<file path="config.mk">
export PLATFORM = sky130hd
export DESIGN_NAME = ahbl_to_apb3_bridge
export DESIGN_NICKNAME = d
export VERILOG_FILES = /design/src/rtl/bridge_pkg.sv /design/src/rtl/apb_timeout_ctr.sv /design/src/rtl/ahbl_to_apb3_bridge.sv
export SDC_FILE = /design/constraint.sdc
export NUM_CORES = 1
export LEC_CHECK = 0
export CORE_MARGIN = 1
export CORE_UTILIZATION = 25
export CTS_CLUSTER_DIAMETER = 60
export DETAILED_ROUTE_END_ITERATION = 6
export PLACE_DENSITY = 0.61
export SETUP_SLACK_MARGIN = 0.1
export SLEW_MARGIN = 0
export SYNTH_ARGS = -nofsm -noshare
export SYNTH_HDL_FRONTEND = slang
export SYNTH_SLANG_ARGS = --single-unit
</file>
<file path="constraint.sdc">
create_clock -name HCLK -period 3.8 [get_ports HCLK]
set_input_delay 0.76 -clock HCLK [delete_from_list [all_inputs] [get_ports HCLK]]
set_output_delay 0.76 -clock HCLK [all_outputs]
set_load 0.03 [all_outputs]
</file>
<file path="src/rtl/bridge_pkg.sv">
// Shared encodings and state type for the AHB-Lite to APB3 bridge.
package bridge_pkg;

  localparam logic [1:0] HTRANS_IDLE   = 2'b00;
  localparam logic [1:0] HTRANS_BUSY   = 2'b01;
  localparam logic [1:0] HTRANS_NONSEQ = 2'b10;
  localparam logic [1:0] HTRANS_SEQ    = 2'b11;

  localparam logic HRESP_OKAY  = 1'b0;
  localparam logic HRESP_ERROR = 1'b1;

  typedef enum logic [2:0] {
    IDLE,
    WDATA,
    SETUP,
    ACCESS,
    ERR1,
    ERR2
  } state_e;

  // Sizes above a word, or sizes not naturally aligned, cannot be mapped onto APB.
  function automatic logic size_unsupported(input logic [2:0] size, input logic [1:0] addr_lo);
    return (size > 3'd2) ||
           ((size == 3'd2) && (addr_lo != 2'b00)) ||
           ((size == 3'd1) && addr_lo[0]);
  endfunction

endpackage

</file>
<file path="src/rtl/apb_timeout_ctr.sv">
// Counts stalled APB ACCESS cycles; flags when the last permitted cycle is reached.
module apb_timeout_ctr #(
  parameter int unsigned TIMEOUT_CYCLES = 256
) (
  input  logic clk,
  input  logic rst,
  input  logic clr,
  input  logic en,
  output logic expired
);

  localparam int unsigned CntW = (TIMEOUT_CYCLES > 1) ? $clog2(TIMEOUT_CYCLES) : 1;

  logic [CntW-1:0] count_q;

  always_ff @(posedge clk or posedge rst) begin
    if (rst) begin
      count_q <= '0;
    end else if (clr) begin
      count_q <= '0;
    end else if (en && !expired) begin
      count_q <= count_q + 1'b1;
    end
  end

  // A zero limit disables the timeout entirely.
  assign expired = (TIMEOUT_CYCLES != 0) && (count_q == CntW'(TIMEOUT_CYCLES - 1));

endmodule

</file>
<file path="src/rtl/ahbl_to_apb3_bridge.sv">
// AHB-Lite slave to APB3 master bridge: one APB SETUP/ACCESS per AHB beat,
// with PSLVERR, timeouts and unsupported sizes reported as a two-cycle ERROR.
module ahbl_to_apb3_bridge
  import bridge_pkg::*;
#(
  parameter int unsigned PADDR_WIDTH    = 32,
  parameter int unsigned TIMEOUT_CYCLES = 256
) (
  input  logic                   HCLK,
  input  logic                   HRESET,
  input  logic                   HSEL,
  input  logic [31:0]            HADDR,
  input  logic [1:0]             HTRANS,
  input  logic                   HWRITE,
  input  logic [2:0]             HSIZE,
  input  logic [2:0]             HBURST,
  input  logic [31:0]            HWDATA,
  input  logic                   HREADYIN,
  output logic                   HREADYOUT,
  output logic                   HRESP,
  output logic [31:0]            HRDATA,
  output logic [PADDR_WIDTH-1:0] PADDR,
  output logic                   PSEL,
  output logic                   PENABLE,
  output logic                   PWRITE,
  output logic [31:0]            PWDATA,
  input  logic [31:0]            PRDATA,
  input  logic                   PREADY,
  input  logic                   PSLVERR
);

  state_e state_q, state_d;

  logic                   hreadyout_q, hresp_q, psel_q, penable_q, pwrite_q;
  logic [PADDR_WIDTH-1:0] paddr_q;
  logic [31:0]            pwdata_q, hrdata_q;
  logic                   valid, accept, bad_req, expired;

  assign valid   = HSEL & HTRANS[1] & HREADYIN;
  assign accept  = valid && ((state_q == IDLE) || (state_q == ERR2));
  assign bad_req = size_unsupported(HSIZE, HADDR[1:0]);

  apb_timeout_ctr #(
    .TIMEOUT_CYCLES (TIMEOUT_CYCLES)
  ) u_timeout (
    .clk     (HCLK),
    .rst     (HRESET),
    .clr     (state_q != ACCESS),
    .en      ((state_q == ACCESS) && !PREADY),
    .expired (expired)
  );

  always_comb begin
    state_d = state_q;
    case (state_q)
      IDLE, ERR2: begin
        if (valid) begin
          state_d = bad_req ? ERR1 : (HWRITE ? WDATA : SETUP);
        end else begin
          state_d = IDLE;
        end
      end
      WDATA:  state_d = SETUP;
      SETUP:  state_d = ACCESS;
      ACCESS: begin
        if (PREADY) begin
          state_d = PSLVERR ? ERR1 : IDLE;
        end else if (expired) begin
          state_d = ERR1;
        end
      end
      ERR1:    state_d = ERR2;
      default: state_d = IDLE;
    endcase
  end

  // Outputs are decoded from the next state so every port comes straight from a flop.
  always_ff @(posedge HCLK or posedge HRESET) begin
    if (HRESET) begin
      state_q     <= IDLE;
      hreadyout_q <= 1'b1;
      hresp_q     <= HRESP_OKAY;
      psel_q      <= 1'b0;
      penable_q   <= 1'b0;
    end else begin
      state_q     <= state_d;
      hreadyout_q <= (state_d == IDLE) || (state_d == ERR2);
      hresp_q     <= ((state_d == ERR1) || (state_d == ERR2)) ? HRESP_ERROR : HRESP_OKAY;
      psel_q      <= (state_d == SETUP) || (state_d == ACCESS);
      penable_q   <= (state_d == ACCESS);
    end
  end

  always_ff @(posedge HCLK or posedge HRESET) begin
    if (HRESET) begin
      paddr_q  <= '0;
      pwrite_q <= 1'b0;
      pwdata_q <= '0;
      hrdata_q <= '0;
    end else begin
      if (accept) begin
        paddr_q  <= HADDR[PADDR_WIDTH-1:0];
        pwrite_q <= HWRITE;
      end
      if (state_q == WDATA) begin
        pwdata_q <= HWDATA;
      end
      if ((state_q == ACCESS) && PREADY && !PSLVERR && !pwrite_q) begin
        hrdata_q <= PRDATA;
      end
    end
  end

  assign HREADYOUT = hreadyout_q;
  assign HRESP     = hresp_q;
  assign HRDATA    = hrdata_q;
  assign PADDR     = paddr_q;
  assign PSEL      = psel_q;
  assign PENABLE   = penable_q;
  assign PWRITE    = pwrite_q;
  assign PWDATA    = pwdata_q;

  logic unused_bits;
  assign unused_bits = ^{HBURST, HTRANS[0], HADDR};

endmodule
</file>
==> key figures, run 1 <==
Yosys
  – Number of enable flip-flop cells after synthesis: 0
  – Sequential area share after synthesis: 62.5%
  – Flop and latch count out of synthesis: 112
  – Dominant synthesized flop cell: dfrtp_1
  – Synth top area cells: dfrtp_1, mux2_2, mux2_4
  – Avg Inst Size Synth: 16.2 sq um
  – Yosys Warn Count: 0
  – Synth top cells by count: dfrtp_1, mux2_2, mux2_4
  – Most common cell in the netlist: dfrtp_1
  – Cell area after synthesis: 4490 sq um
  – Mapped Cells: 277
  – Post-synth net total: 389
  – Area leader, netlist: dfrtp_1
  – Async SR Flop Fraction: 100%
  – Synth unique cells: 36
  – Top cell type's share of synthesized area: 61.9%

Worst setup path
  – Depth of the most critical reg-to-reg path: 4
  – Critical path's slowest cell: or4b_2
  – Worst path cell trace: clkdlybuf4s50_1 > or4b_2 > buf_4 > mux2_4
  – CP endpoint: HRDATA[19]
  – Crit path kind: in2reg
  – CP required: 4.02 ns
  – Reg-to-Reg Start: state_q[2]
  – Crit path arrival time: 2.65 ns
  – Reg-to-reg slack, setup: 1.57 ns
  – CP Max Fanout: 32
  – Crit path from: PREADY
  – CP peak stage delay: 0.60 ns
  – Startpoint types: input pin
  – CP endpoint kind: flop
  – Reg-to-reg endpoint: HRDATA[19]

Routing
  – 1st-iter DRT viols: 74
  – Post-Route WL: 10.7 mm
  – DR vias/cell: 4.18
  – Wire per inst: 14.9 um
  – Via count: 3,003
  – Final ANT Viol Nets: 0
  – Pre-antenna DRT Iters: 4
  – # DRC: 0

Global route
  – Initial antenna violation count: 0
  – Gr usage total: 11.6%
  – Vias in the first global route: 3,205
  – Grt total ovfl: 0
  – Largest net degree at the start of global routing: 59
  – First-pass GRT wire length: 16.5 mm

STA
  – Max Clk Rate: 413 MHz
  – RSZ-0062 raised after global routing: false
  – Count of pins over their slew limit: 0
  – TNS Setup: 0 ns
  – Finish-stage setup viols: 0
  – Worst Tran Pin Value: 0.774 ns
  – Hold Vio Cnt, Final: 0
  – Clock skew: 0.00898 ns
  – Min cycle time layout: 2.42 ns
  – Rel. slew slack: 48.3%
  – Final Cycle Share: 63.8%

Clock network
  – Num CTS Buffers: 9
  – Clock sinks: 112
  – Root buffer selected by CTS: clkbuf_16
  – CTS tree: done
  – Clock latency at the later pin of the worst-skew pair: 0.35 ns
  – Reg clk slew, reported paths: 0.07 ns
  – Post-CTS resize count: 0
  – Number of H-tree levels: 3
  – Max clock buf depth: 2
  – Hold_buf cts: 0
  – Post-CTS Setup Inserts: 0

Status
  – Status: finished clean

Finish
  – P&R area growth vs syn: 58.0%
  – Final Core Density: 40.7%
  – Fill count: 1,597
  – Final nets: 600
  – Sequential Area: 2800 sq um
  – Fraction of layout cells with a size suffix above 1: 25.6%
  – Multi-input logic area: 1580 sq um
  – N_diodes: 0

Place
  – IO Port Bufs: 207
  – DP Wirelength: 7.90 mm
  – GP Congestion: 0.756

Floorplan
  – Die height: 136 um
  – Site Rows: 48
  – I/O pins: 212
  – Die width: 136 um
  – Initial core utilization: 25.8%
  – DIE AREA: 18,500 sq um
  – CORE AREA: 17,400 sq um

Power and ir drop
  – Pwr Total: 0.00625 W
  – Power per cell area: 881 nW/um^2
  – Lkg Pwr: 3.03 nW
  – Maximum VDD drop: 0.408 mV

Flow run
  – Max cap viols: 0

Worst hold path
  – Hold Path Class: reg2reg
==> routing by layer <==
layer / vias up / part of all wire (%) / track usage (%)
met4: 0 / 1.6 / 5.12
li1: 1397 / - / -
met1: 1442 / 42 / 13.6
met3: 14 / 9.6 / 4.40
met5: - / 0 / 0
met2: 150 / 46 / 18.8
==> placed cells by master, fill, tap and decap left out, types with 2 or more instances in the layout <==
cell type	n
xor2_1	6
clkinv_2	2
mux2_2	67
a211o_1	2
nand2_1	3
a21o_1	2
xnor2_1	2
nor2_1	10
clkbuf_16	9
mux2_4	30
buf_4	5
nor3_1	3
clkinvlp_4	3
dfrtp_1	111
clkdlybuf4s50_1	207
nand4_1	4
==> worst min path at each step <==
stage	start	endpoint	slack [ns]	cells after the start
final	PADDR[8]	PADDR[8]	0.51	1
after detailed placement	HRDATA[2]	HRDATA[2]	0.49	1
after global placement	PWDATA[1]	PWDATA[1]	0.49	1
after global routing	HRDATA[14]	HRDATA[14]	0.52	1
after CTS	PADDR[12]	PADDR[12]	0.51	1
after floorplan	u_timeout.count_q[7]	u_timeout.count_q[7]	0.50	2
==> where the power goes <==
part	switching [W]	total [W]	internal, W	leakage (nW)
Sequential	0.000305	0.00206	0.00175	1.36
Clock	0.000429	0.000893	0.000464	0.135
Combinational	0.00168	0.00330	0.00161	1.53
Total	0.00242	0.00625	0.00383	3.03
==> final cells by class <==
class                   count  share of cell area [%]
repair buffers            213                    30.0
clock buffers              10                    3.37
well taps                 225                    3.97
flip-flops and latches    112                    39.5
multi-input cells         150                    22.3
inverters                   2                   0.159
clock inverters             6                   0.600
==> critical path: cells and delay by family <==
| kind | cells | cell delay [ns] |
|---|---|---|
| buffers and inverters | 2 | 0.88 |
| multiplexers | 1 | 0.37 |
| AND/OR/NAND/NOR | 1 | 0.60 |
==> flip-flops by register name, indices dropped and copies added (netlist names) <==
signal and flops:
PSEL 1, state_q 3, PWDATA 32, HRDATA 32
PWRITE 1, u_timeout.count_q 8, PADDR 32, HRESP 1
HREADYOUT 1, PENABLE 1
==> metrics by stage <==
stage | hold WS, ns | cells | worst slack (ns) | area, sq um
detailed placement | 0.491 | 702 | 1.02 | 6810
global placement | 0.487 | 702 | 1.03 | 6810
floorplan | 0.505 | 277 | 1.68 | 4490
finish | 0.509 | 718 | 1.38 | 7090
global route | 0.522 | 718 | 1.33 | 7090
CTS | 0.512 | 718 | 1.38 | 7090
==> kinds of logic (layout without fill, tap and decap cells) <==
group	Yosys count	after routing	share of synthesized area, %
AO/OA/AOI/OAI	12	12	2.09
XOR/XNOR	8	8	1.56
adder cells (fa/ha/maj)	1	1	0.279
buffers and inverters	15	231	2.54
flip-flops	112	112	62.5
multiplexers	98	98	27.1
AND/OR/NAND/NOR	31	31	4.01
Power figures use the tool's default switching activity.
==> run 2: changes to the inputs <==
==> constraint.sdc (replaced) <==
create_clock -name HCLK -period 2.2 [get_ports HCLK]
set_input_delay 0.44 -clock HCLK [delete_from_list [all_inputs] [get_ports HCLK]]
set_output_delay 0.44 -clock HCLK [all_outputs]
set_load 0.03 [all_outputs]
==> key figures, run 2 (synthesized netlist as in run 1, its figures left out) <==
Worst setup path
  – Crit path arrival time: 1.59 ns (-1.06 ns)
  – WP buf/inv: 1 (-1)
  – CP peak stage delay: 0.71 ns (+0.11 ns)
  – CP endpoint kind: output pin
  – CP Max Fanout: 1 (-97%)
  – Crit path kind: reg2out
  – Startpoint types: flop
  – Largest delay share family, worst path: buffers and inverters
  – Critical path's slowest cell: clkdlybuf4s50_1
  – Worst path cell trace: clkdlybuf4s50_1
  – CP required: 1.76 ns (-2.26 ns)

Clock network
  – Num CTS Buffers: 9 (unchanged)
  – Number of H-tree levels: 3 (unchanged)
  – Hold_buf cts: 0 (unchanged)
  – Clock latency at the later pin of the worst-skew pair: 0.35 ns (about the same)
  – Reg clk slew, reported paths: 0.07 ns (about the same)
  – Post-CTS resize count: 0 (unchanged)
  – Clock sinks: 112 (unchanged)
  – Max clock buf depth: 2 (unchanged)
  – CTS tree: done
  – Root buffer selected by CTS: clkbuf_16
  – Post-CTS Setup Inserts: 0 (unchanged)

STA
  – Hold slack: 0.438 ns (-0.0712 ns)
  – Final Cycle Share: 92.3%
  – Finish-stage setup viols: 0 (unchanged)
  – Min cycle time layout: 2.03 ns
  – Hold Vio Cnt, Final: 0 (unchanged)
  – Worst Tran Pin Value: 0.419 ns (-0.355 ns)
  – Clock skew: 0.00653 ns (-0.00245 ns)
  – Rel. slew slack: 72.1% (+24 points)
  – Max Clk Rate: 493 MHz
  – RSZ-0062 raised after global routing: false
  – TNS Setup: 0 ns (unchanged)
  – Count of pins over their slew limit: 0 (unchanged)

Place
  – IO Port Bufs: 207 (unchanged)
  – Placement Cell Area: 6880 sq um (+0.99%)
  – DP Wirelength: 7.96 mm (+0.78%)
  – GP Congestion: 0.749 (-0.89%)

Power and ir drop
  – Pwr Total: 0.0110 W (+76%)
  – Maximum VDD drop: 0.754 mV (+85%)
  – Lkg Pwr: 3.09 nW (+1.7%)
  – Power per cell area: 1530 nW/um^2 (+73%)

Finish
  – Sequential Area: 2800 sq um (unchanged)
  – Commonest non-fill, non-tap cell in the layout: clkdlybuf4s50_1
  – N_diodes: 0 (unchanged)
  – Fill count: 1,605 (+0.50%)
  – P&R area growth vs syn: 60.2%
  – Most frequent cells in the layout: clkdlybuf4s50_1, dfrtp_1, mux2_2
  – Post-route cell area: 7190 sq um (+1.4%)
  – Multi-input logic area: 1580 sq um (unchanged)
  – Final nets: 604 (+0.67%)
  – Fraction of layout cells with a size suffix above 1: 26.2% (+0.60 points)

Global route
  – Vias in the first global route: 3,267 (+1.9%)
  – Largest net degree at the start of global routing: 54 (-8.5%)
  – Grt total ovfl: 0 (unchanged)
  – Gr usage total: 11.9% (+0.30 points)
  – Initial antenna violation count: 0 (unchanged)
  – First-pass GRT wire length: 16.6 mm (+1.0%)

Floorplan
  – Die height: 136 um (unchanged)
  – I/O pins: 212 (unchanged)
  – Die width: 136 um (unchanged)
  – DIE AREA: 18,500 sq um (unchanged)
  – CORE AREA: 17,400 sq um (unchanged)
  – Initial core utilization: 25.8% (unchanged)
  – Site Rows: 48 (unchanged)

Worst hold path
  – Hold Path Class: in2async

Routing
  – Via count: 3,036 (+1.1%)
  – Pre-antenna DRT Iters: 4 (unchanged)
  – # DRC: 0 (unchanged)
  – DR vias/cell: 4.20 (+0.54%)
  – 1st-iter DRT viols: 85 (+15%)
  – Post-Route WL: 10.8 mm (+1.2%)
  – Wire per inst: 15.0 um (+0.61%)
  – Final ANT Viol Nets: 0 (unchanged)

Flow run
  – Max cap viols: 0 (unchanged)

Status
  – Status: finished clean
==> run 2: cell type report <==
cell class	count	share of cell area [%]
multi-input cells	150	22.0
well taps	225	3.92
clock inverters	6	1.03
inverters	2	0.157
flip-flops and latches	112	39.0
clock buffers	10	3.32
repair buffers	217	30.6
==> run 2: path summary, 6_finish.rpt <==
| check | start | to | slack [ns] | cells past startpoint |
|---|---|---|---|---|
| max reg2reg | state_q[1] | HRDATA[24] | 0.26 | 4 |
| max in group asynchronous | HRESET | HRDATA[0] | 1.17 | 3 |
| min reg2reg | PADDR[16] | PADDR[16] | 0.50 | 1 |
| min | HRESET | PSEL | 0.44 | 2 |
| min in group HCLK | PADDR[16] | PADDR[16] | 0.50 | 1 |
| max | HREADYOUT | HREADYOUT | 0.17 | 1 |
==> run 2: where the power goes <==
part / internal [W] / leakage (nW) / switching, W
logic: 0.00282 / 1.57 / 0.00292
clock network: 0.000931 / 0.154 / 0.000770
registers: 0.00303 / 1.36 / 0.000524
==> run 2: layer usage <==
layer	routed length, um	global-route usage (%)	share of wire [%]	vias up
met5	0	0	0	-
met4	148	4.44	1.4	0
met3	1190	5.29	11	12
met2	5150	19.7	48	152
met1	4330	13.4	40	1463
li1	-	-	-	1409
==> run 2: through the flow <==
stage,utilization (%),setup WS (ns),cells
floorplan,-,0.403,277
CTS,41.3,0.134,722
finish,41.3,0.170,722
global placement,39.5,-0.0779,706
detailed placement,39.5,-0.0724,706
global route,41.3,0.114,722
